[src/rtl/multicycle_controller_if.sv]
`default_nettype none
// +----------------------------------------------------------------------------+
// | multicycle_controller_if : control bus between the multicycle controller |
// | and the datapath (opcode/flags in, control strobes out). Rev 1.0        |
// | Optional port IllegalOp exists only when ILLEGAL_TRAP_EN is defined.      |
// +----------------------------------------------------------------------------+
interface multicycle_controller_if;
    logic [6:0] op;
    logic       Zero;
    logic       MemReady;
    logic       PCWrite;
    logic       AdrSrc;
    logic       MemWrite;
    logic       IRWrite;
    logic [1:0] ResultSrc;
    logic [1:0] ALUSrcA;
    logic [1:0] ALUSrcB;
    logic [1:0] ALUOp;
    logic [1:0] ImmSrc;
    logic       RegWrite;
    logic       InstrDone;
    logic       MemFault;
`ifdef ILLEGAL_TRAP_EN
    logic       IllegalOp;
`endif

    // Controller side
    modport master (
        input  op, Zero, MemReady,
        output PCWrite, AdrSrc, MemWrite, IRWrite, ResultSrc, ALUSrcA, ALUSrcB,
               ALUOp, ImmSrc, RegWrite, InstrDone, MemFault
`ifdef ILLEGAL_TRAP_EN
        , output IllegalOp
`endif
    );

    // Datapath side
    modport slave (
        output op, Zero, MemReady,
        input  PCWrite, AdrSrc, MemWrite, IRWrite, ResultSrc, ALUSrcA, ALUSrcB,
               ALUOp, ImmSrc, RegWrite, InstrDone, MemFault
`ifdef ILLEGAL_TRAP_EN
        , input IllegalOp
`endif
    );
endinterface
`default_nettype wire

[src/rtl/multicycle_controller.sv]
`default_nettype none
// +----------------------------------------------------------------------------+
// | multicycle_controller : control FSM for the multicycle RV32I core with    |
// | memory-ready timeout. Macro ILLEGAL_TRAP_EN traps unknown opcodes. Rev 1.0 |
// +----------------------------------------------------------------------------+
module multicycle_controller #(
    parameter int MEM_TIMEOUT = 15,
    parameter int CNT_W       = 4
) (
    input  logic                           clk,
    input  logic                           reset,
    multicycle_controller_if.master        bus
);

    typedef enum logic [3:0] {
        S_FETCH    = 4'd0,
        S_DECODE   = 4'd1,
        S_MEMADR   = 4'd2,
        S_MEMREAD  = 4'd3,
        S_MEMWB    = 4'd4,
        S_MEMWRITE = 4'd5,
        S_EXECUTER = 4'd6,
        S_EXECUTEI = 4'd7,
        S_ALUWB    = 4'd8,
        S_BEQ      = 4'd9,
        S_JAL      = 4'd10,
        S_FAULT    = 4'd11,
        S_ILLEGAL  = 4'd12
    } state_t;

    localparam logic [6:0] OP_LW   = 7'b0000011;
    localparam logic [6:0] OP_SW   = 7'b0100011;
    localparam logic [6:0] OP_R    = 7'b0110011;
    localparam logic [6:0] OP_I    = 7'b0010011;
    localparam logic [6:0] OP_BEQ  = 7'b1100011;
    localparam logic [6:0] OP_JAL  = 7'b1101111;
    localparam logic [CNT_W-1:0] TIMEOUT_C = CNT_W'(MEM_TIMEOUT);
    localparam logic [CNT_W-1:0] CNT_MAX   = {CNT_W{1'b1}};

    state_t           state_q, state_d, out_st;
    logic [CNT_W-1:0] cnt_q, cnt_d;
    logic             fault_q, fault_d;
    logic             wait_st, timeout;

    logic       pc_update, branch, adr_src, mem_write, ir_write, reg_write, instr_done;
    logic [1:0] result_src, alu_src_a, alu_src_b, alu_op, imm_src;

    assign wait_st = (state_q == S_FETCH) || (state_q == S_MEMREAD) || (state_q == S_MEMWRITE);
    // MemReady in the timeout cycle wins: the access completes normally
    assign timeout = (MEM_TIMEOUT > 0) && wait_st && !bus.MemReady && (cnt_q == TIMEOUT_C);

    always_comb begin
        state_d = state_q;
        case (state_q)
            S_FETCH:    if (bus.MemReady) state_d = S_DECODE;
            S_DECODE: begin
                case (bus.op)
                    OP_LW, OP_SW: state_d = S_MEMADR;
                    OP_R:         state_d = S_EXECUTER;
                    OP_I:         state_d = S_EXECUTEI;
                    OP_BEQ:       state_d = S_BEQ;
                    OP_JAL:       state_d = S_JAL;
`ifdef ILLEGAL_TRAP_EN
                    default:      state_d = S_ILLEGAL;
`else
                    default:      state_d = S_FETCH;
`endif
                endcase
            end
            S_MEMADR:   state_d = (bus.op == OP_LW) ? S_MEMREAD : S_MEMWRITE;
            S_MEMREAD:  if (bus.MemReady) state_d = S_MEMWB;
            S_MEMWB:    state_d = S_FETCH;
            S_MEMWRITE: if (bus.MemReady) state_d = S_FETCH;
            S_EXECUTER: state_d = S_ALUWB;
            S_EXECUTEI: state_d = S_ALUWB;
            S_ALUWB:    state_d = S_FETCH;
            S_BEQ:      state_d = S_FETCH;
            S_JAL:      state_d = S_ALUWB;
            S_FAULT:    state_d = S_FAULT;
            S_ILLEGAL:  state_d = S_ILLEGAL;
            default:    state_d = S_FETCH;
        endcase
        if (timeout) state_d = S_FAULT;

        cnt_d = '0;
        if (wait_st && !bus.MemReady && (state_d == state_q))
            cnt_d = (cnt_q == CNT_MAX) ? cnt_q : cnt_q + CNT_W'(1);

        fault_d = fault_q | timeout;
    end

`ifdef ILLEGAL_TRAP_EN
    logic illegal_q, illegal_d;
    assign illegal_d     = illegal_q | (state_d == S_ILLEGAL);
    assign bus.IllegalOp = illegal_q;
`endif

    always_ff @(posedge clk) begin
        if (reset) begin
            state_q   <= S_FETCH;
            cnt_q     <= '0;
            fault_q   <= 1'b0;
`ifdef ILLEGAL_TRAP_EN
            illegal_q <= 1'b0;
`endif
        end else begin
            state_q   <= state_d;
            cnt_q     <= cnt_d;
            fault_q   <= fault_d;
`ifdef ILLEGAL_TRAP_EN
            illegal_q <= illegal_d;
`endif
        end
    end

    // During reset the outputs show FETCH decode with every strobe masked
    assign out_st = reset ? S_FETCH : state_q;

    always_comb begin
        pc_update  = 1'b0;
        branch     = 1'b0;
        adr_src    = 1'b0;
        mem_write  = 1'b0;
        ir_write   = 1'b0;
        reg_write  = 1'b0;
        instr_done = 1'b0;
        result_src = 2'b00;
        alu_src_a  = 2'b00;
        alu_src_b  = 2'b00;
        alu_op     = 2'b00;
        case (out_st)
            S_FETCH: begin
                alu_src_b  = 2'b10;
                result_src = 2'b10;
                ir_write   = bus.MemReady;
                pc_update  = bus.MemReady;
            end
            S_DECODE: begin
                alu_src_a = 2'b01;
                alu_src_b = 2'b01;
`ifndef ILLEGAL_TRAP_EN
                case (bus.op)
                    OP_LW, OP_SW, OP_R, OP_I, OP_BEQ, OP_JAL: instr_done = 1'b0;
                    default:                                  instr_done = 1'b1;
                endcase
`endif
            end
            S_MEMADR: begin
                alu_src_a = 2'b10;
                alu_src_b = 2'b01;
            end
            S_MEMREAD:  adr_src = 1'b1;
            S_MEMWB: begin
                result_src = 2'b01;
                reg_write  = 1'b1;
                instr_done = 1'b1;
            end
            S_MEMWRITE: begin
                adr_src    = 1'b1;
                mem_write  = 1'b1;
                instr_done = bus.MemReady;
            end
            S_EXECUTER: begin
                alu_src_a = 2'b10;
                alu_op    = 2'b10;
            end
            S_EXECUTEI: begin
                alu_src_a = 2'b10;
                alu_src_b = 2'b01;
                alu_op    = 2'b10;
            end
            S_ALUWB: begin
                reg_write  = 1'b1;
                instr_done = 1'b1;
            end
            S_BEQ: begin
                alu_src_a  = 2'b10;
                alu_op     = 2'b01;
                branch     = 1'b1;
                instr_done = 1'b1;
            end
            S_JAL: begin
                alu_src_a = 2'b01;
                alu_src_b = 2'b10;
                pc_update = 1'b1;
            end
            default: ;
        endcase
        if (reset) begin
            pc_update  = 1'b0;
            branch     = 1'b0;
            mem_write  = 1'b0;
            ir_write   = 1'b0;
            reg_write  = 1'b0;
            instr_done = 1'b0;
        end
    end

    always_comb begin
        imm_src = 2'b00;
        case (bus.op)
            OP_SW:   imm_src = 2'b01;
            OP_BEQ:  imm_src = 2'b10;
            OP_JAL:  imm_src = 2'b11;
            default: imm_src = 2'b00;
        endcase
    end

    assign bus.PCWrite   = pc_update | (branch & bus.Zero);
    assign bus.AdrSrc    = adr_src;
    assign bus.MemWrite  = mem_write;
    assign bus.IRWrite   = ir_write;
    assign bus.ResultSrc = result_src;
    assign bus.ALUSrcA   = alu_src_a;
    assign bus.ALUSrcB   = alu_src_b;
    assign bus.ALUOp     = alu_op;
    assign bus.ImmSrc    = imm_src;
    assign bus.RegWrite  = reg_write;
    assign bus.InstrDone = instr_done;
    assign bus.MemFault  = fault_q;

endmodule
`default_nettype wire

[src/flat_wrapper.sv]
// flat-port wrapper written by rule: the top's interface ports become plain ports
module multicycle_controller_flat 
#(
    parameter int MEM_TIMEOUT = 15,
    parameter int CNT_W       = 4
)
  (clk, reset, bus_op, bus_Zero, bus_MemReady, bus_PCWrite, bus_AdrSrc, bus_MemWrite, bus_IRWrite, bus_ResultSrc, bus_ALUSrcA, bus_ALUSrcB, bus_ALUOp, bus_ImmSrc, bus_RegWrite, bus_InstrDone, bus_MemFault);
  multicycle_controller_if bus_i ();
  input  logic clk;
  input  logic reset;
  input wire logic [$bits(bus_i.op)-1:0] bus_op;
  input wire logic [$bits(bus_i.Zero)-1:0] bus_Zero;
  input wire logic [$bits(bus_i.MemReady)-1:0] bus_MemReady;
  output wire logic [$bits(bus_i.PCWrite)-1:0] bus_PCWrite;
  output wire logic [$bits(bus_i.AdrSrc)-1:0] bus_AdrSrc;
  output wire logic [$bits(bus_i.MemWrite)-1:0] bus_MemWrite;
  output wire logic [$bits(bus_i.IRWrite)-1:0] bus_IRWrite;
  output wire logic [$bits(bus_i.ResultSrc)-1:0] bus_ResultSrc;
  output wire logic [$bits(bus_i.ALUSrcA)-1:0] bus_ALUSrcA;
  output wire logic [$bits(bus_i.ALUSrcB)-1:0] bus_ALUSrcB;
  output wire logic [$bits(bus_i.ALUOp)-1:0] bus_ALUOp;
  output wire logic [$bits(bus_i.ImmSrc)-1:0] bus_ImmSrc;
  output wire logic [$bits(bus_i.RegWrite)-1:0] bus_RegWrite;
  output wire logic [$bits(bus_i.InstrDone)-1:0] bus_InstrDone;
  output wire logic [$bits(bus_i.MemFault)-1:0] bus_MemFault;
  assign bus_i.op = bus_op;
  assign bus_i.Zero = bus_Zero;
  assign bus_i.MemReady = bus_MemReady;
  assign bus_PCWrite = bus_i.PCWrite;
  assign bus_AdrSrc = bus_i.AdrSrc;
  assign bus_MemWrite = bus_i.MemWrite;
  assign bus_IRWrite = bus_i.IRWrite;
  assign bus_ResultSrc = bus_i.ResultSrc;
  assign bus_ALUSrcA = bus_i.ALUSrcA;
  assign bus_ALUSrcB = bus_i.ALUSrcB;
  assign bus_ALUOp = bus_i.ALUOp;
  assign bus_ImmSrc = bus_i.ImmSrc;
  assign bus_RegWrite = bus_i.RegWrite;
  assign bus_InstrDone = bus_i.InstrDone;
  assign bus_MemFault = bus_i.MemFault;
  multicycle_controller #(.MEM_TIMEOUT(MEM_TIMEOUT), .CNT_W(CNT_W)) u_core (.clk(clk), .reset(reset), .bus(bus_i));
endmodule
[config.mk]
export PLATFORM = sky130hd
export DESIGN_NAME = multicycle_controller_flat
export DESIGN_NICKNAME = d
export VERILOG_FILES = /design/src/rtl/multicycle_controller_if.sv /design/src/rtl/multicycle_controller.sv /design/src/flat_wrapper.sv
export SDC_FILE = /design/constraint.sdc
export NUM_CORES = 1
export LEC_CHECK = 0
export BUFFER_PORTS_ARGS = -buffer_cell sky130_fd_sc_hd__buf_2
export CORE_MARGIN = 10
export CORE_UTILIZATION = 47
export DETAILED_ROUTE_END_ITERATION = 6
export GPL_ROUTABILITY_DRIVEN = 0
export MAX_ROUTING_LAYER = met4
export PLACE_DENSITY = 0.7
export SKIP_LAST_GASP = 1
export SLEW_MARGIN = 5
export SYNTH_ARGS = -nofsm -noshare
export SYNTH_HDL_FRONTEND = slang
export SYNTH_SLANG_ARGS = --single-unit
[constraint.sdc]
create_clock -name clk -period 2.7 [get_ports clk]
set_input_delay 0.27 -clock clk [delete_from_list [all_inputs] [get_ports clk]]
set_output_delay 0.27 -clock clk [all_outputs]
set_load 0.03 [all_outputs]
==> results.py, run 1 <==
metrics = {
    "synth": {
        "async_reset_ff_frac": 0,
        "synth_area_per_cell_sq_um": 6.90,
        "synth.net_count": 145,
        "yosysWarnings": 0,
        "ys_ff_latch": 9,
        "synthTopCellsByArea": "dfxtp_1 20%, nor3_1 7.1%, nor2_1 6.5%",
        "ys.flop_type": "dfxtp_1",
        "synth-edff-count": 0,
        "synth.distinct_cells": 47,
        "synth_area_leader_cell": "dfxtp_1",
        "synth-seq-area-share": 0.196,
        "syn_area_sq_um": 917,
        "synthCells": 133,
        "netlist.area_leader.share": 0.196,
    },
    "clock_network": {
        "htree_levels": 1,
        "path_clk_slew_ns": 0.06,
        "hold_buffers": 0,
        "numCtsBuffers": 3,
        "insertion_delay_ns": 0.26,
        "cts_setup_buffers": 0,
        "clk_path_buf_depth": 2,
        "cts_root_buf": "clkbuf_4",
        "cts.repair.resized": 0,
        "tritoncts": "done",
        "cts_sinks": 9,
    },
    "timing": {
        "setup_viol": 0,
        "fin_crit_ns": 2.20,
        "fmax_ghz": 0.455,
        "skew_ns": 0.00146,
        "rsz0062_at_grt": "no",
        "post-route-period-util": 0.814,
        "setup_slack_ns": 0.501,
        "max-slew-margin-rel": 0.551,
        "setup_tns_ns": 0,
        "hold_violations": 0,
        "slew_viol_final": 0,
        "holdWs_ns": 0.386,
        "max_slew.worst_pin.slew_ns": 0.673,
    },
    "critical_path": {
        "critPathKind": "reg2out",
        "rrSetupSlack_ns": 0.85,
        "cp_data_arrival_time_ns": 1.93,
        "start_kind": "register",
        "crit_path_max_fanout": 20,
        "cp_data_required_time_ns": 2.43,
        "slowest_stage": "dfxtp_1",
        "timing.rr.end": "u_core.state_q[1]",
        "rr_startpoint": "u_core.state_q[3]",
        "ff2ff_path_depth": 4,
        "cp_slowest_stage_delay_ns": 0.75,
        "worstPathCellList": "inv_1 > o211ai_1 > o21ai_0 > a32o_1 > buf_2",
        "cp-end-kind": "output pin",
    },
    "finish": {
        "final_nets": 167,
        "fin_cells": 179,
        "syn_to_final_growth_pct": 15.8,
        "layout_common_cells": "27 x buf_2, 16 x nor2_1, 13 x nor3_1",
        "final_common_cell": "buf_2",
        "layout-drive-gt1-share": 0.240,
        "n_antenna_cell": 0,
    },
    "pwr": {
        "ir_drop_v": 0.000312,
        "power_frac_seq": 0.443,
        "combinationalPowerShare": 0.236,
        "p_leak_nw": 0.426,
        "p_per_area_nw_per_um2": 299,
        "finalPower_w": 0.000318,
        "switching_share": 0.310,
        "p_int_w": 0.000219,
        "clkPwrFrac": 0.320,
        "switching_power_w": 0.0000985,
    },
    "detailed_routing": {
        "top_layer": "met4",
        "routedLengthMet1_mm": 1.17,
        "drc_errors": 0,
        "vias_per_cell": 5.98,
        "wl_met3_um": 171,
        "drtPass1Iterations": 4,
        "wl_per_cell_um": 14.9,
        "drt_iter0_drc": 41,
        "vias": 1070,
        "met2WireLength_mm": 1.30,
        "antenna_left": 0,
        "routed_wl_mm": 2.67,
    },
    "grt": {
        "overflow": 0,
        "grt_pass1_wl_mm": 4.46,
        "grt_max_degree": 22,
        "antenna_found_initial": 0,
        "grtUsageTotal": 0.131,
        "grt_pass1_vias": 1023,
    },
    "die": {
        "pin_count": 28,
        "core-area_sq_um": 1780,
        "dieArea_sq_um": 4120,
        "start_util": 0.514,
        "die_w_um": 64.2,
        "die_h_um": 64.2,
        "row_count": 15,
    },
    "min_path": {
        "worstHoldPathType": "in2reg",
        "holdPathEnd": "u_core.bus.MemFault",
        "worstHoldStart": "reset",
        "hold_path_depth": 2,
    },
    "run_status": {
        "status": "finished clean",
    },
    "job": {
        "maxCapViolations": 0,
    },
    "place": {
        "portBuffers": 27,
        "place_ws_ns": 0.849,
        "hpwl_mm": 1.96,
        "dp_cells": 175,
    },
}
## stage by stage
step	cell area [sq um]	util
after floorplan	917	-
after global placement	1040	0.581
after detailed placement	1040	0.581
after CTS	1060	0.596
after global routing	1060	0.596
final	1060	0.596
## kinds of logic after synthesis
| group | share of synthesized area |
|---|---|
| fa+ha+maj | 0.0136 |
| buf+inv | 0.0805 |
| xor+xnor | 0.0382 |
| simple gates | 0.405 |
| mux | 0.0109 |
| compound gates | 0.255 |
| flops | 0.196 |
## worst max-delay path: cells and delay by family, from the launching register on
kind                   cells  cell delay, ns
AO/OA/AOI/OAI              3            0.51
buffers and inverters      2            0.40
flip-flops                 1            0.75
## registers in the layout, indices dropped and copies added, names as in the netlist
register	flops
u_core.bus.MemFault	1
u_core.cnt_q	4
u_core.state_q	4
## cell type report
| type | instances | area (sq um) |
|---|---|---|
| clock buffer | 4 | 26.3 |
| fill | 188 | 721 |
| inverter | 5 | 18.8 |
| multi-input combinational | 108 | 663 |
| sequential | 9 | 180 |
| tap | 25 | 31.3 |
| timing repair buffer | 28 | 143 |
## per-layer routing
layer	track usage	up-vias
met4	0.0294	0
met3	0.0314	2
met2	0.214	48
met5	-	-
li1	-	534
met1	0.158	486
## power groups by stage
stage | clock [W] | combinational [W] | sequential (W)
6_report | 0.000102 | 0.0000750 | 0.000141
5_1_grt | 0.000110 | 0.0000828 | 0.000141
4_1_cts | 0.000104 | 0.0000750 | 0.000141
3_5_place_dp | 0 | 0.0000745 | 0.000143
3_3_place_gp | 0 | 0.0000732 | 0.000143
2_1_floorplan | 0 | 0.0000526 | 0.000140
## cells in the mapped netlist (2+ instances only)
library cell	n
a211oi_1	2
a21o_1	2
a21oi_1	6
a31oi_1	3
and3_1	3
buf_2	5
clkbuf_1	4
dfxtp_1	9
inv_1	5
nand2_1	12
nand2b_1	3
nand3_1	5
nor2_1	16
nor2b_1	3
nor3_1	13
nor4_1	2
o21ai_0	5
o311ai_0	3
or3_1	2
xnor2_1	3
## worst max-delay path by stage
stage	cells after the start	slack, ns	from	end
floorplan	3	0.60	u_core.state_q[0]	bus_ALUSrcB[1]
global placement	5	0.86	u_core.state_q[3]	bus_InstrDone
detailed placement	5	0.85	u_core.state_q[3]	bus_InstrDone
CTS	5	0.55	u_core.state_q[3]	bus_InstrDone
global route	5	0.37	u_core.state_q[3]	bus_InstrDone
finish	5	0.50	u_core.state_q[3]	bus_InstrDone
Power figures use the tool's default switching activity.
==> inputs of run 2 (changes only) <==
==> constraint.sdc (replaced) <==
create_clock -name clk -period 2.04 [get_ports clk]
set_input_delay 0.204 -clock clk [delete_from_list [all_inputs] [get_ports clk]]
set_output_delay 0.204 -clock clk [all_outputs]
set_load 0.03 [all_outputs]
==> results.py, run 2 (synthesized netlist as in run 1, its figures left out) <==
metrics = {
    "run_status": {
        "status": "finished clean",
    },
    "timing": {
        "setup_tns_ns": 0,
        "post-route-period-util": 0.940,
        "fmax_ghz": 0.522,
        "rsz0062_at_grt": "no",
        "max-slew-margin-rel": 0.686,
        "skew_ns": 0.00321,
        "hold_violations": 0,
        "slew_viol_final": 0,
        "setup_viol": 0,
        "fin_crit_ns": 1.92,
        "max_slew.worst_pin.slew_ns": 0.459,
    },
    "detailed_routing": {
        "drc_errors": 0,
        "antenna_left": 0,
        "routed_wl_mm": 2.59,
        "wl_per_cell_um": 14.2,
        "vias": 1058,
        "vias_per_cell": 5.78,
        "drt_iter0_drc": 55,
        "drtPass1Iterations": 4,
    },
    "finish": {
        "fin_cells": 183,
        "fin_util": 0.613,
        "multi_input_area_sq_um": 663,
        "nFillCells": 181,
        "syn_to_final_growth_pct": 19.2,
        "final_common_cell": "buf_2",
        "n_antenna_cell": 0,
        "final_nets": 171,
        "layout_common_cells": "27 x buf_2, 16 x nor2_1, 13 x nor3_1",
        "layout-drive-gt1-share": 0.266,
        "final-seq-area_sq_um": 180,
    },
    "critical_path": {
        "ff2ff_path_depth": 5,
        "crit_path_max_fanout": 16,
        "cp_top_family": "simple AND/OR/NAND/NOR gates",
        "worstPathCellList": "buf_4 > nor3_1 > and3_1 > a31o_2 > buf_2",
        "cp-end-kind": "output pin",
        "rrSetupSlack_ns": 0.42,
        "cp_data_required_time_ns": 1.84,
        "cp_data_arrival_time_ns": 1.71,
        "rr_startpoint": "u_core.state_q[3]",
        "timing.rr.end": "u_core.state_q[1]",
        "critPathKind": "reg2out",
        "start_kind": "register",
        "path_depth": 5,
        "path_buf_inv": 2,
        "slowest_stage": "dfxtp_1",
        "cp_slowest_stage_delay_ns": 0.38,
    },
    "grt": {
        "antenna_found_initial": 0,
        "grtUsageMet2": 0.211,
        "grt_max_degree": 19,
        "grt_pass1_vias": 1026,
        "use_met3": 0.0296,
        "busiest_layer": "met2",
        "grt_pass1_wl_mm": 4.58,
        "grt_use_met1": 0.168,
        "overflow": 0,
        "grtUsageTotal": 0.133,
    },
    "min_path": {
        "holdPathEnd": "u_core.bus.MemFault",
        "hold_path_depth": 2,
        "worstHoldPathType": "in2reg",
        "worstHoldStart": "reset",
    },
    "clock_network": {
        "htree_levels": 1,
        "cts_root_buf": "clkbuf_4",
        "insertion_delay_ns": 0.26,
        "cts_sinks": 9,
        "numCtsBuffers": 3,
        "path_clk_slew_ns": 0.06,
        "cts_setup_buffers": 0,
        "tritoncts": "done",
        "cts.repair.resized": 0,
        "hold_buffers": 0,
        "clk_path_buf_depth": 2,
    },
    "job": {
        "maxCapViolations": 0,
    },
    "pwr": {
        "switching_share": 0.316,
        "power_frac_seq": 0.435,
        "p_int_w": 0.000289,
        "clkPwrFrac": 0.320,
        "combinationalPowerShare": 0.245,
        "finalPower_w": 0.000422,
        "switching_power_w": 0.000133,
        "p_per_area_nw_per_um2": 386,
        "p_leak_nw": 0.450,
        "ir_drop_v": 0.000350,
    },
    "die": {
        "die_w_um": 64.2,
        "row_count": 15,
        "pin_count": 28,
        "dieArea_sq_um": 4120,
        "start_util": 0.514,
        "die_h_um": 64.2,
        "core-area_sq_um": 1780,
    },
    "place": {
        "dp_cells": 179,
        "hpwl_mm": 2.03,
        "portBuffers": 27,
    },
}
[run 2: stage by stage]
| step | worst slack (ns) | instance area, sq um | hold WS [ns] |
|---|---|---|---|
| after floorplan | 0.00926 | 917 | 0.430 |
| after global placement | 0.427 | 1070 | 0.449 |
| after detailed placement | 0.419 | 1070 | 0.466 |
| after CTS | 0.128 | 1090 | 0.322 |
| after global routing | 0.0266 | 1090 | 0.357 |
| final | 0.123 | 1090 | 0.326 |
[run 2: how the worst max path moves through the flow]
stage,start,endpoint,slack [ns]
5_1_grt,u_core.state_q[3],bus_InstrDone,0.03
2_1_floorplan,u_core.state_q[0],bus_ALUSrcB[1],0.009
4_1_cts,u_core.state_q[3],bus_InstrDone,0.13
3_3_place_gp,u_core.state_q[3],bus_InstrDone,0.43
3_5_place_dp,u_core.state_q[0],bus_InstrDone,0.42
6_report,u_core.state_q[2],bus_PCWrite,0.12
[run 2: layer usage]
| layer | vias to the layer above | part of all wire |
|---|---|---|
| met1 | 471 | 0.48 |
| met2 | 40 | 0.47 |
| met3 | 4 | 0.047 |
| li1 | 543 | - |
| met5 | - | 0 |
| met4 | 0 | 0.0066 |
[run 2: area by class of cell]
cell class,count,share of cell area
repair buffers,32,0.158
clock buffers,3,0.0206
multi-input cells,108,0.606
inverters,5,0.0172
flip-flops and latches,9,0.165
well taps,25,0.0286
clock inverters,1,0.00458
[run 2: power groups by stage]
| stage | registers (W) | logic [W] | clock network (W) |
|---|---|---|---|
| after floorplan | 0.000186 | 0.0000696 | 0 |
| after global placement | 0.000187 | 0.000101 | 0 |
| after detailed placement | 0.000188 | 0.000103 | 0 |
| after CTS | 0.000184 | 0.000103 | 0.000139 |
| after global routing | 0.000184 | 0.000115 | 0.000152 |
| final | 0.000184 | 0.000103 | 0.000135 |
